[config.mk]
export PLATFORM = sky130hd
export DESIGN_NAME = elu_arbiter
export DESIGN_NICKNAME = d
export VERILOG_FILES = /design/src/rtl/elu_arbiter_pkg.sv /design/src/rtl/elu_arbiter_rr_pick.sv /design/src/rtl/elu_arbiter.sv
export SDC_FILE = /design/constraint.sdc
export NUM_CORES = 1
export LEC_CHECK = 0
export BUFFER_PORTS_ARGS = -buffer_cell sky130_fd_sc_hd__buf_4
export CORE_AREA = 4 4 62 64
export CTS_BUF_LIST = sky130_fd_sc_hd__clkbuf_8
export CTS_CLUSTER_DIAMETER = 80
export DETAILED_ROUTE_END_ITERATION = 10
export DIE_AREA = 0 0 66 68
export PLACE_DENSITY = 0.69
export SLEW_MARGIN = 40
export SYNTH_ARGS = -nofsm -noshare
export SYNTH_HDL_FRONTEND = slang
export SYNTH_SLANG_ARGS = --single-unit
[constraint.sdc]
create_clock -name clk -period 3.2 [get_ports clk]
set_clock_uncertainty 0.2 [all_clocks]
set_input_delay 0.32 -clock clk [delete_from_list [all_inputs] [get_ports clk]]
set_output_delay 0.32 -clock clk [all_outputs]
set_load 0.03 [all_outputs]
[src/rtl/elu_arbiter_pkg.sv]
// Shared constants for the elu_layer arbiter: FSM encodings, default timeout
// and a helper to size the RUN-cycle counter.
package elu_arbiter_pkg;

  // FSM state encodings
  localparam logic [1:0] ST_IDLE = 2'd0;
  localparam logic [1:0] ST_RUN  = 2'd1;
  localparam logic [1:0] ST_DONE = 2'd2;

  // Default number of RUN cycles before a job is aborted with err
  localparam int unsigned DEFAULT_TIMEOUT = 255;

  // Width of a counter that must be able to hold the value timeout
  function automatic int unsigned cnt_width(input int unsigned timeout);
    int unsigned w;
    w = (timeout < 1) ? 1 : $clog2(timeout + 1);
    return w;
  endfunction

endpackage

[src/rtl/elu_arbiter_rr_pick.sv]
// Round-robin priority pick: first set bit of req searching upward from
// last+1, wrapping around, with last itself as the lowest priority.
module rr_pick #(
  parameter int unsigned NREQ = 4,
  parameter int unsigned SELW = 2
) (
  input  logic [NREQ-1:0] req,
  input  logic [SELW-1:0] last,
  output logic [SELW-1:0] winner,
  output logic            valid
);

  logic [SELW-1:0] idx;

  // Scan offsets NREQ..1 so the smallest offset (highest priority) is written last
  always_comb begin
    winner = '0;
    valid  = 1'b0;
    idx    = '0;
    for (int unsigned k = 0; k < NREQ; k++) begin
      idx = SELW'((32'(last) + NREQ - k) % NREQ);
      if (req[idx]) begin
        winner = idx;
        valid  = 1'b1;
      end
    end
  end

endmodule

[src/rtl/elu_arbiter.sv]
// Arbiter sharing one elu_layer among NREQ requesters. A round-robin winner is
// picked in IDLE, owns the layer through RUN (elu_load high) and receives a
// one-cycle done or err pulse in DONE. All outputs are registered; sel drives
// the external operand mux.
module elu_arbiter
  import elu_arbiter_pkg::*;
#(
  parameter int unsigned NREQ    = 4,
  parameter int unsigned TIMEOUT = DEFAULT_TIMEOUT,
  parameter int unsigned SELW    = 2
) (
  input  logic            clk,
  input  logic            rst_n,
  input  logic [NREQ-1:0] req,
  output logic [NREQ-1:0] grant,
  output logic [SELW-1:0] sel,
  output logic            elu_load,
  input  logic            elu_valid,
  output logic [NREQ-1:0] done,
  output logic [NREQ-1:0] err,
  output logic            busy
);

  localparam int unsigned CW = cnt_width(TIMEOUT);

  logic [1:0]      state_q, state_d;
  logic [CW-1:0]   cnt_q, cnt_d;
  logic [SELW-1:0] last_q, last_d;
  logic [SELW-1:0] sel_d;
  logic [NREQ-1:0] grant_d, done_d, err_d;
  logic            load_d, busy_d;

  logic [SELW-1:0] win;
  logic            win_valid;
  logic            owner_req;
  logic            cnt_at_limit;

  rr_pick #(
    .NREQ (NREQ),
    .SELW (SELW)
  ) u_rr_pick (
    .req    (req),
    .last   (last_q),
    .winner (win),
    .valid  (win_valid)
  );

  // grant is one-hot, so masking req with it yields the owner's request bit
  assign owner_req    = |(req & grant);
  assign cnt_at_limit = (cnt_q == CW'(TIMEOUT));

  // Next-state and registered-output computation
  always_comb begin
    state_d = state_q;
    cnt_d   = cnt_q;
    last_d  = last_q;
    sel_d   = sel;
    grant_d = grant;
    load_d  = elu_load;
    done_d  = '0;
    err_d   = '0;

    case (state_q)
      ST_IDLE: begin
        grant_d = '0;
        load_d  = 1'b0;
        if (win_valid) begin
          state_d = ST_RUN;
          grant_d = NREQ'(1) << win;
          sel_d   = win;
          load_d  = 1'b1;
          cnt_d   = '0;
        end
      end

      ST_RUN: begin
        if (!cnt_at_limit) begin
          cnt_d = cnt_q + 1'b1;
        end
        if (!owner_req) begin
          // Owner withdrew: drop the job silently
          state_d = ST_IDLE;
          grant_d = '0;
          load_d  = 1'b0;
          last_d  = sel;
        end else if (elu_valid) begin
          // A result on the timeout cycle still counts as success
          state_d = ST_DONE;
          done_d  = grant;
          load_d  = 1'b0;
        end else if (cnt_at_limit) begin
          state_d = ST_DONE;
          err_d   = grant;
          load_d  = 1'b0;
        end
      end

      ST_DONE: begin
        // grant held through DONE so the owner sees its pulse with sel stable
        state_d = ST_IDLE;
        grant_d = '0;
        load_d  = 1'b0;
        last_d  = sel;
      end

      default: begin
        state_d = ST_IDLE;
        grant_d = '0;
        load_d  = 1'b0;
      end
    endcase

    busy_d = (state_d != ST_IDLE);
  end

  // State and output registers
  always_ff @(posedge clk or negedge rst_n) begin
    if (!rst_n) begin
      state_q  <= ST_IDLE;
      cnt_q    <= '0;
      last_q   <= SELW'(NREQ - 1);
      grant    <= '0;
      sel      <= '0;
      elu_load <= 1'b0;
      done     <= '0;
      err      <= '0;
      busy     <= 1'b0;
    end else begin
      state_q  <= state_d;
      cnt_q    <= cnt_d;
      last_q   <= last_d;
      grant    <= grant_d;
      sel      <= sel_d;
      elu_load <= load_d;
      done     <= done_d;
      err      <= err_d;
      busy     <= busy_d;
    end
  end

endmodule
==> impl_metrics.yaml, run 1 <==
pwr:
  leakage_nw: 0.746
  pwr_density_cell_nw_per_um2: 810
  max-vdd-ir-drop_mv: 0.295
  report.power.total_mw: 1.23
grt:
  gr-total-overflow: 0
  antenna_violations_before_repair: 0
  wire_length_of_the_first_global_routing_pass_mm: 4.66
  grt_usage: 0.138
  pin_count_of_the_biggest_net_entering_global_routing: 29
  first_global_vias: 986
logic_synthesis:
  synth_simple_gate_area_share: 0.226
  distinct_cells_synth: 35
  synth-async-reset-ratio: 1.00
  synth_edf_count: 0
  synth_compound_area_frac: 0.116
  post_synth_xor_area_fraction: 0.0209
  postSynthNetCount: 123
  synth-warning-count: 0
  syn_area_sq_um: 1260
  postSynthCellCount: 115
  synthAdderAreaFrac: 0.00995
  synth_area_per_cell_sq_um: 10.9
  seq_area_frac_synth: 0.559
  yosys_register_bits: 28
  most_used_flip_flop_cell_after_synthesis: "sky130_fd_sc_hd__dfrtp_1"
  post_synth_mux_area_share: 0.0448
  combinational_family_with_the_most_area_after_synthesis: "simple AND/OR/NAND/NOR gates"
clocking:
  clk-insertion-delay-late_ns: 0.27
  post_cts_resize_count: 0
  clk_root_buffer_cell: "sky130_fd_sc_hd__clkbuf_8"
  cts_htree_levels: 1
  clockBufferDepth: 2
  cts_tree: "yes"
  numCtsBuffers: 3
  worst_setup_hold_path_clk_slew_ns: 0.09
  numClockSinks: 28
  cts_setup_buffers: 0
sta:
  rsz0062_at_grt: "no"
  max-slew-margin-rel: 0.583
  hold_fails_final_rpt: 0
  tns_ns: 0
  timing_max_transition_violations_final: 0
  timing.hold.ws_ns: 0.134
  clock.fmax_mhz: 556
  final-setup-viol-count: 0
  period_share: 0.562
  max_slew.worst_pin.slew_ns: 0.621
  final_period_minus_worst_setup_slack_ns: 1.80
worst_setup_path:
  critPathArrivalTime_ns: 1.80
  start_kind: "register"
  crit_fanout: 5
  worstSetupPathType: "register to register"
  worstPathRequired_ns: 3.20
  cp-end-kind: "register"
detailed_routing:
  wire_length_per_cell_microns: 14.2
  dr_total_vias: 982
  ant_nets: 0
  totalWireLength_mm: 2.63
  initialDrtViolationCount: 29
  remaining_drc_errors: 0
  viasPerCell: 5.31
  dr_pass1_iterations: 4
layout:
  design.final.nets: 148
  finish.utilization: 0.464
  diode_insertion_count_for_antenna_repair: 0
  multiInputGateArea_sq_um: 531
  fillers: 309
  finalNonFillerCells: 185
  ff_latch_area_sq_um: 703
  area_growth_syn_to_layout_pct: 21.1
  drive_above_1_share: 0.223
min_path:
  hp-class: "primary input to register"
floorplan:
  die-width_microns: 66
  floorplan_die_area_sq_um: 4490
  initial_utilization: 0.383
  die_height_microns: 68
  floorplan.core_area_sq_um: 3280
  top_level_ports: 23
  fp-row-count: 21
place:
  count_of_buffers_from_port_buffering: 22
  gp_congestion: 0.842
  detailedPlacementHpwl_mm: 1.98
  place_inst: 180
flow_run:
  max-cap-violations: 0
status:
  outcome: "complete, no violations"
sequential cells by signal, indices dropped and copies added, names as in the netlist:
register  cells
cnt_q         8
done          4
err           4
grant         4
last_q        2
sel           2
state_q       2
busy          1
elu_load      1
worst max-delay path, cell delays in order, from the launching register on:
cell	delay [ns]
sky130_fd_sc_hd__dfrtp_1	0.43
sky130_fd_sc_hd__a22o_1	0.23
sky130_fd_sc_hd__a221oi_2	0.28
sky130_fd_sc_hd__and2b_1	0.19
sky130_fd_sc_hd__mux2i_2	0.08
sky130_fd_sc_hd__mux2_1	0.33
cells by family (layout without fill, tap and decap cells):
kind of cell    Yosys count  count (layout)
compound gates           20              20
xor+xnor                  3               3
fa+ha+maj                 1               1
buf+inv                   6              30
flops                    28              28
mux                       5               5
simple gates             52              52
placed cells by master (no fill, tap or decap), drive strengths merged, types with 6 or more instances in the layout:
cell type / instances
and2: 6
buf: 22
dfrtp: 26
nand2: 8
nand3: 6
nor2: 7
o21ai: 6
cell usage after synthesis (2+ instances only):
cell | number | area share
sky130_fd_sc_hd__mux2i_1 | 2 | 0.016
sky130_fd_sc_hd__nor2_1 | 7 | 0.021
sky130_fd_sc_hd__and4_1 | 2 | 0.014
sky130_fd_sc_hd__a21o_1 | 2 | 0.012
sky130_fd_sc_hd__nand3_1 | 6 | 0.024
sky130_fd_sc_hd__nand4_1 | 4 | 0.020
sky130_fd_sc_hd__nor2b_1 | 3 | 0.015
sky130_fd_sc_hd__nor4_1 | 2 | 0.0099
sky130_fd_sc_hd__nand2b_1 | 4 | 0.020
sky130_fd_sc_hd__and3_1 | 4 | 0.020
sky130_fd_sc_hd__mux2_1 | 2 | 0.018
sky130_fd_sc_hd__dfrtp_1 | 26 | 0.52
sky130_fd_sc_hd__a22o_1 | 3 | 0.021
sky130_fd_sc_hd__xnor2_1 | 2 | 0.014
sky130_fd_sc_hd__a32o_1 | 2 | 0.016
sky130_fd_sc_hd__nand2_1 | 8 | 0.024
sky130_fd_sc_hd__a21oi_1 | 2 | 0.0080
sky130_fd_sc_hd__nor3_1 | 3 | 0.012
sky130_fd_sc_hd__dfstp_2 | 2 | 0.042
sky130_fd_sc_hd__o21ai_0 | 6 | 0.024
sky130_fd_sc_hd__and2_1 | 6 | 0.030
sky130_fd_sc_hd__buf_2 | 2 | 0.0080
sky130_fd_sc_hd__inv_1 | 3 | 0.0090
path summary, 6_finish.rpt:
kind	startpoint	to	slack, ns	cells after the start
setup / recovery	grant[3]	last_q[1]	1.40	5
hold reg to reg	elu_load	elu_load	0.31	2
setup reg to reg	grant[3]	last_q[1]	1.40	5
min in group asynchronous	rst_n	grant[0]	0.29	2
hold / removal	elu_valid	done[1]	0.13	2
max in group asynchronous	rst_n	last_q[0]	2.20	2
layer usage:
metal	share of wire	GRT usage	vias to the layer above
met2	0.49	0.238	33
met1	0.44	0.166	479
li1	-	-	466
met4	0.014	0.0685	0
met5	0	0	-
met3	0.058	0.0230	4
cell type report:
| cell class | count | share of cell area |
|---|---|---|
| flip-flops and latches | 28 | 0.462 |
| multi-input cells | 81 | 0.348 |
| repair buffers | 23 | 0.115 |
| well taps | 46 | 0.0378 |
| clock buffers | 3 | 0.0271 |
| inverters | 3 | 0.00740 |
| clock inverters | 1 | 0.00247 |
per-stage QoR:
stage	setup slack, ns	cell area (sq um)
after global routing	1.25	1520
final	1.40	1520
after global placement	1.20	1460
after CTS	1.26	1520
after floorplan	1.42	1260
after detailed placement	1.20	1460
power breakdown:
group | switching, mW | internal [mW]
clock network | 0.104 | 0.0860
registers | 0.0934 | 0.449
logic | 0.298 | 0.203
total | 0.495 | 0.739
timing repair:
item,4_1_cts,5_1_grt
hold buffers,1,0
endpoints found under the hold margin,26,0
endpoints found under the setup margin,0,0
Power figures use the tool's default switching activity.
==> run 2: changes to the inputs <==
--- a/config.mk
+++ b/config.mk
@@ -5,13 +5,14 @@
 export SDC_FILE = /design/constraint.sdc
 export NUM_CORES = 1
 export LEC_CHECK = 0
+export ABC_AREA = 1
 export BUFFER_PORTS_ARGS = -buffer_cell sky130_fd_sc_hd__buf_4
-export CORE_AREA = 4 4 62 64
+export CORE_AREA = 4 4 65 67
 export CTS_BUF_LIST = sky130_fd_sc_hd__clkbuf_8
 export CTS_CLUSTER_DIAMETER = 80
 export DETAILED_ROUTE_END_ITERATION = 10
-export DIE_AREA = 0 0 66 68
-export PLACE_DENSITY = 0.69
+export DIE_AREA = 0 0 69 71
+export PLACE_DENSITY = 0.71
 export SLEW_MARGIN = 40
 export SYNTH_ARGS = -nofsm -noshare
 export SYNTH_HDL_FRONTEND = slang
==> constraint.sdc (replaced) <==
create_clock -name clk -period 1.5 [get_ports clk]
set_clock_uncertainty 0.2 [all_clocks]
set_input_delay 0.15 -clock clk [delete_from_list [all_inputs] [get_ports clk]]
set_output_delay 0.15 -clock clk [all_outputs]
set_load 0.03 [all_outputs]
==> impl_metrics.yaml, run 2 <==
layout:
  fillers: 333
  layout.cells.most_common_list: "sky130_fd_sc_hd__nand2_1, sky130_fd_sc_hd__buf_4, sky130_fd_sc_hd__dfrtp_1, sky130_fd_sc_hd__nor2_1, sky130_fd_sc_hd__inv_1"
  drive_above_1_share: 0.404
  design.final.nets: 237
  diode_insertion_count_for_antenna_repair: 0
  area_growth_syn_to_layout_pct: 44.3
  largest_register_ffs: 8
  layout_commonest_cell: "sky130_fd_sc_hd__nand2_1"
  largest_register: "cnt_q"
detailed_routing:
  wire_length_per_cell_microns: 11.8
  dr_pass1_iterations: 4
  totalWireLength_mm: 3.27
  initialDrtViolationCount: 58
  ant_nets: 0
  dr_total_vias: 1301
  remaining_drc_errors: 0
  viasPerCell: 4.71
clocking:
  numCtsBuffers: 3
  worst_setup_hold_path_clk_slew_ns: 0.09
  clk_root_buffer_cell: "sky130_fd_sc_hd__clkbuf_8"
  clockBufferDepth: 2
  clk-insertion-delay-late_ns: 0.27
  numClockSinks: 28
  cts_tree: "yes"
  cts_htree_levels: 1
floorplan:
  die-width_microns: 69
  top_level_ports: 23
  fp-row-count: 22
  floorplan_die_area_sq_um: 4900
  floorplan.core_area_sq_um: 3630
  die_height_microns: 71
  initial_utilization: 0.387
logic_synthesis:
  ranking_of_synthesized_cells_by_area: "sky130_fd_sc_hd__dfrtp_1, sky130_fd_sc_hd__nand2_1, sky130_fd_sc_hd__nand3_1"
  yosys_register_bits: 28
  post-synth-top-area-fraction: 0.463
  postSynthCellCount: 177
  synth_area_per_cell_sq_um: 7.94
  seq_area_frac_synth: 0.500
  synthTopCellsByCount: "sky130_fd_sc_hd__nand2_1, sky130_fd_sc_hd__dfrtp_1, sky130_fd_sc_hd__nand3_1"
  synth_edf_count: 0
  synth-warning-count: 0
  syn_area_sq_um: 1410
  synth-async-reset-ratio: 1.00
  synth_most_common_cell: "sky130_fd_sc_hd__nand2_1"
  most_used_flip_flop_cell_after_synthesis: "sky130_fd_sc_hd__dfrtp_1"
  synth.largest_area_cell: "sky130_fd_sc_hd__dfrtp_1"
  postSynthNetCount: 185
  distinct_cells_synth: 22
sta:
  max-slew-margin-rel: 0.773
  final-setup-viol-count: 8
  max_slew.worst_pin.slew_ns: 0.341
  clock.fmax_mhz: 563
  worst_slack_ns: -0.275
  timing_max_transition_violations_final: 0
  hold_fails_final_rpt: 0
  final_period_minus_worst_setup_slack_ns: 1.77
  rsz0062_at_grt: "yes"
  period_share: 1.18
  tns_ns: -1.51
place:
  detailedPlacementHpwl_mm: 2.27
  count_of_buffers_from_port_buffering: 22
  gp_congestion: 0.795
grt:
  wire_length_of_the_first_global_routing_pass_mm: 5.22
  globalRouteMet2Util: 0.204
  gr-total-overflow: 0
  pin_count_of_the_biggest_net_entering_global_routing: 29
  global_routing_usage_on_met1: 0.177
  global_route.usage.met3: 0.0227
  first_global_vias: 1155
  antenna_violations_before_repair: 0
  gr-max-usage-layer: "met2"
  grt_usage: 0.130
min_path:
  hp-class: "primary input to register"
  worst_hold_path.num_cells: 3
pwr:
  sw_frac_of_total: 0.436
  pwr_density_cell_nw_per_um2: 1860
  share_seq_of_total_power: 0.290
  share_clk_of_total_power: 0.157
  combinationalPowerShare: 0.553
  leakage_nw: 1.07
  p_int_mw: 2.13
  switching_power_summed_over_all_nets_mw: 1.64
  report.power.total_mw: 3.77
  max-vdd-ir-drop_mv: 0.832
worst_setup_path:
  cp-end-kind: "register"
  critPathSlowestCell: "sky130_fd_sc_hd__dfstp_2"
  buffers_and_inverters_on_the_worst_path: 0
  timing.critical_path.cells: "nand2_1 > nand2_1 > nand2_1 > nand2_1 > nand3_1 > a21oi_2 > nand4_1 > nand2_1"
  worstPathRequired_ns: 1.52
  critical_path.most_common_cell: "sky130_fd_sc_hd__nand2_1"
  worstSetupPathType: "register to register"
  crit_path_max_incr_delay_ns: 0.64
  path_depth: 8
  crit_fanout: 8
  worst-r2r-cell-count: 8
  cp_top_family: "simple AND/OR/NAND/NOR gates"
  critPathArrivalTime_ns: 1.79
  start_kind: "register"
status:
  violations_in_the_final_reports: "setup timing"
  outcome: "complete, but fails checks"
flow_run:
  max-cap-violations: 0
## run 2: changes by cell type after synthesis, sizes merged, moves of 3 or more
cell,delta
inv,+17
nor2b,-3
nand2,+56
nand2b,-4
nor3,-3
a22o,-3
a21oi,+3
and3,-4
mux2i,-3
and2,-6
nor2,+11
nand3,+13
o21ai,+4
## run 2: what timing repair did
| item | 4_1_cts | 5_1_grt |
|---|---|---|
| buffers inserted | 0 | 4 |
| setup endpoints to repair | 19 | 14 |
| endpoints found under the hold margin | 28 | 0 |
| hold buffers | 1 | 0 |
| resized for setup | 10 | 16 |
| pin swaps | 2 | 3 |
## run 2: worst min-delay path: stages
cell and delay [ns]:
sky130_fd_sc_hd__buf_4 0.08, sky130_fd_sc_hd__inv_1 0.11, sky130_fd_sc_hd__nor2_1 0.12
## run 2: area by class of cell
| type | count | area, sq um | share of cell area |
|---|---|---|---|
| Tap cell | 48 | 60.1 | 0.0296 |
| Clock buffer | 3 | 41.3 | 0.0204 |
| Timing Repair Buffer | 49 | 382 | 0.188 |
| Clock inverter | 1 | 30.0 | 0.0148 |
| Inverter | 20 | 82.6 | 0.0407 |
| Multi-Input combinational cell | 127 | 729 | 0.360 |
| Sequential cell | 28 | 703 | 0.347 |
## run 2: final timing paths
path / start / to / slack, ns
hold / removal: elu_valid / done[0] / 0.02
setup reg to reg: last_q[0] / grant[2] / -0.27
max in group asynchronous: rst_n / last_q[0] / 0.68
setup / recovery: last_q[0] / grant[2] / -0.27
min in group asynchronous: rst_n / cnt_q[2] / 0.12
hold reg to reg: sel[1] / last_q[1] / 0.33
## run 2: cells by family (layout without fill, tap and decap cells)
logic type,count (synthesis),after routing,share of synthesized area
xor+xnor,3,3,0.0187
buf+inv,22,73,0.0686
compound gates,16,16,0.0597
fa+ha+maj,1,1,0.00890
simple gates,107,107,0.344
flops,28,28,0.500
## run 2: power by group through the flow
stage	registers (mW)	logic, mW	clock network, mW
2_1_floorplan	1.23	1.03	0
3_3_place_gp	1.10	1.73	0
3_5_place_dp	1.10	1.75	0
4_1_cts	1.09	1.85	0.606
5_1_grt	1.12	2.28	0.635
6_report	1.09	2.09	0.592
## run 2: per-layer routing
| layer | part of all wire | wire (microns) |
|---|---|---|
| met5 | 0 | 0 |
| met4 | 0.017 | 55 |
| met1 | 0.46 | 1500 |
| met3 | 0.031 | 101 |
| met2 | 0.49 | 1610 |
## run 2: through the flow
stage	setup slack (ns)	std cells	cell area, sq um	hold WS [ns]	utilization
final	-0.275	276	2030	0.0151	0.558
after global routing	-0.366	276	2030	0.0351	0.558
after CTS	-0.191	272	1930	0.00837	0.531
after detailed placement	-0.214	267	1810	-0.115	0.499
after global placement	-0.194	267	1810	-0.118	0.499
after floorplan	-0.0920	177	1440	-0.346	-
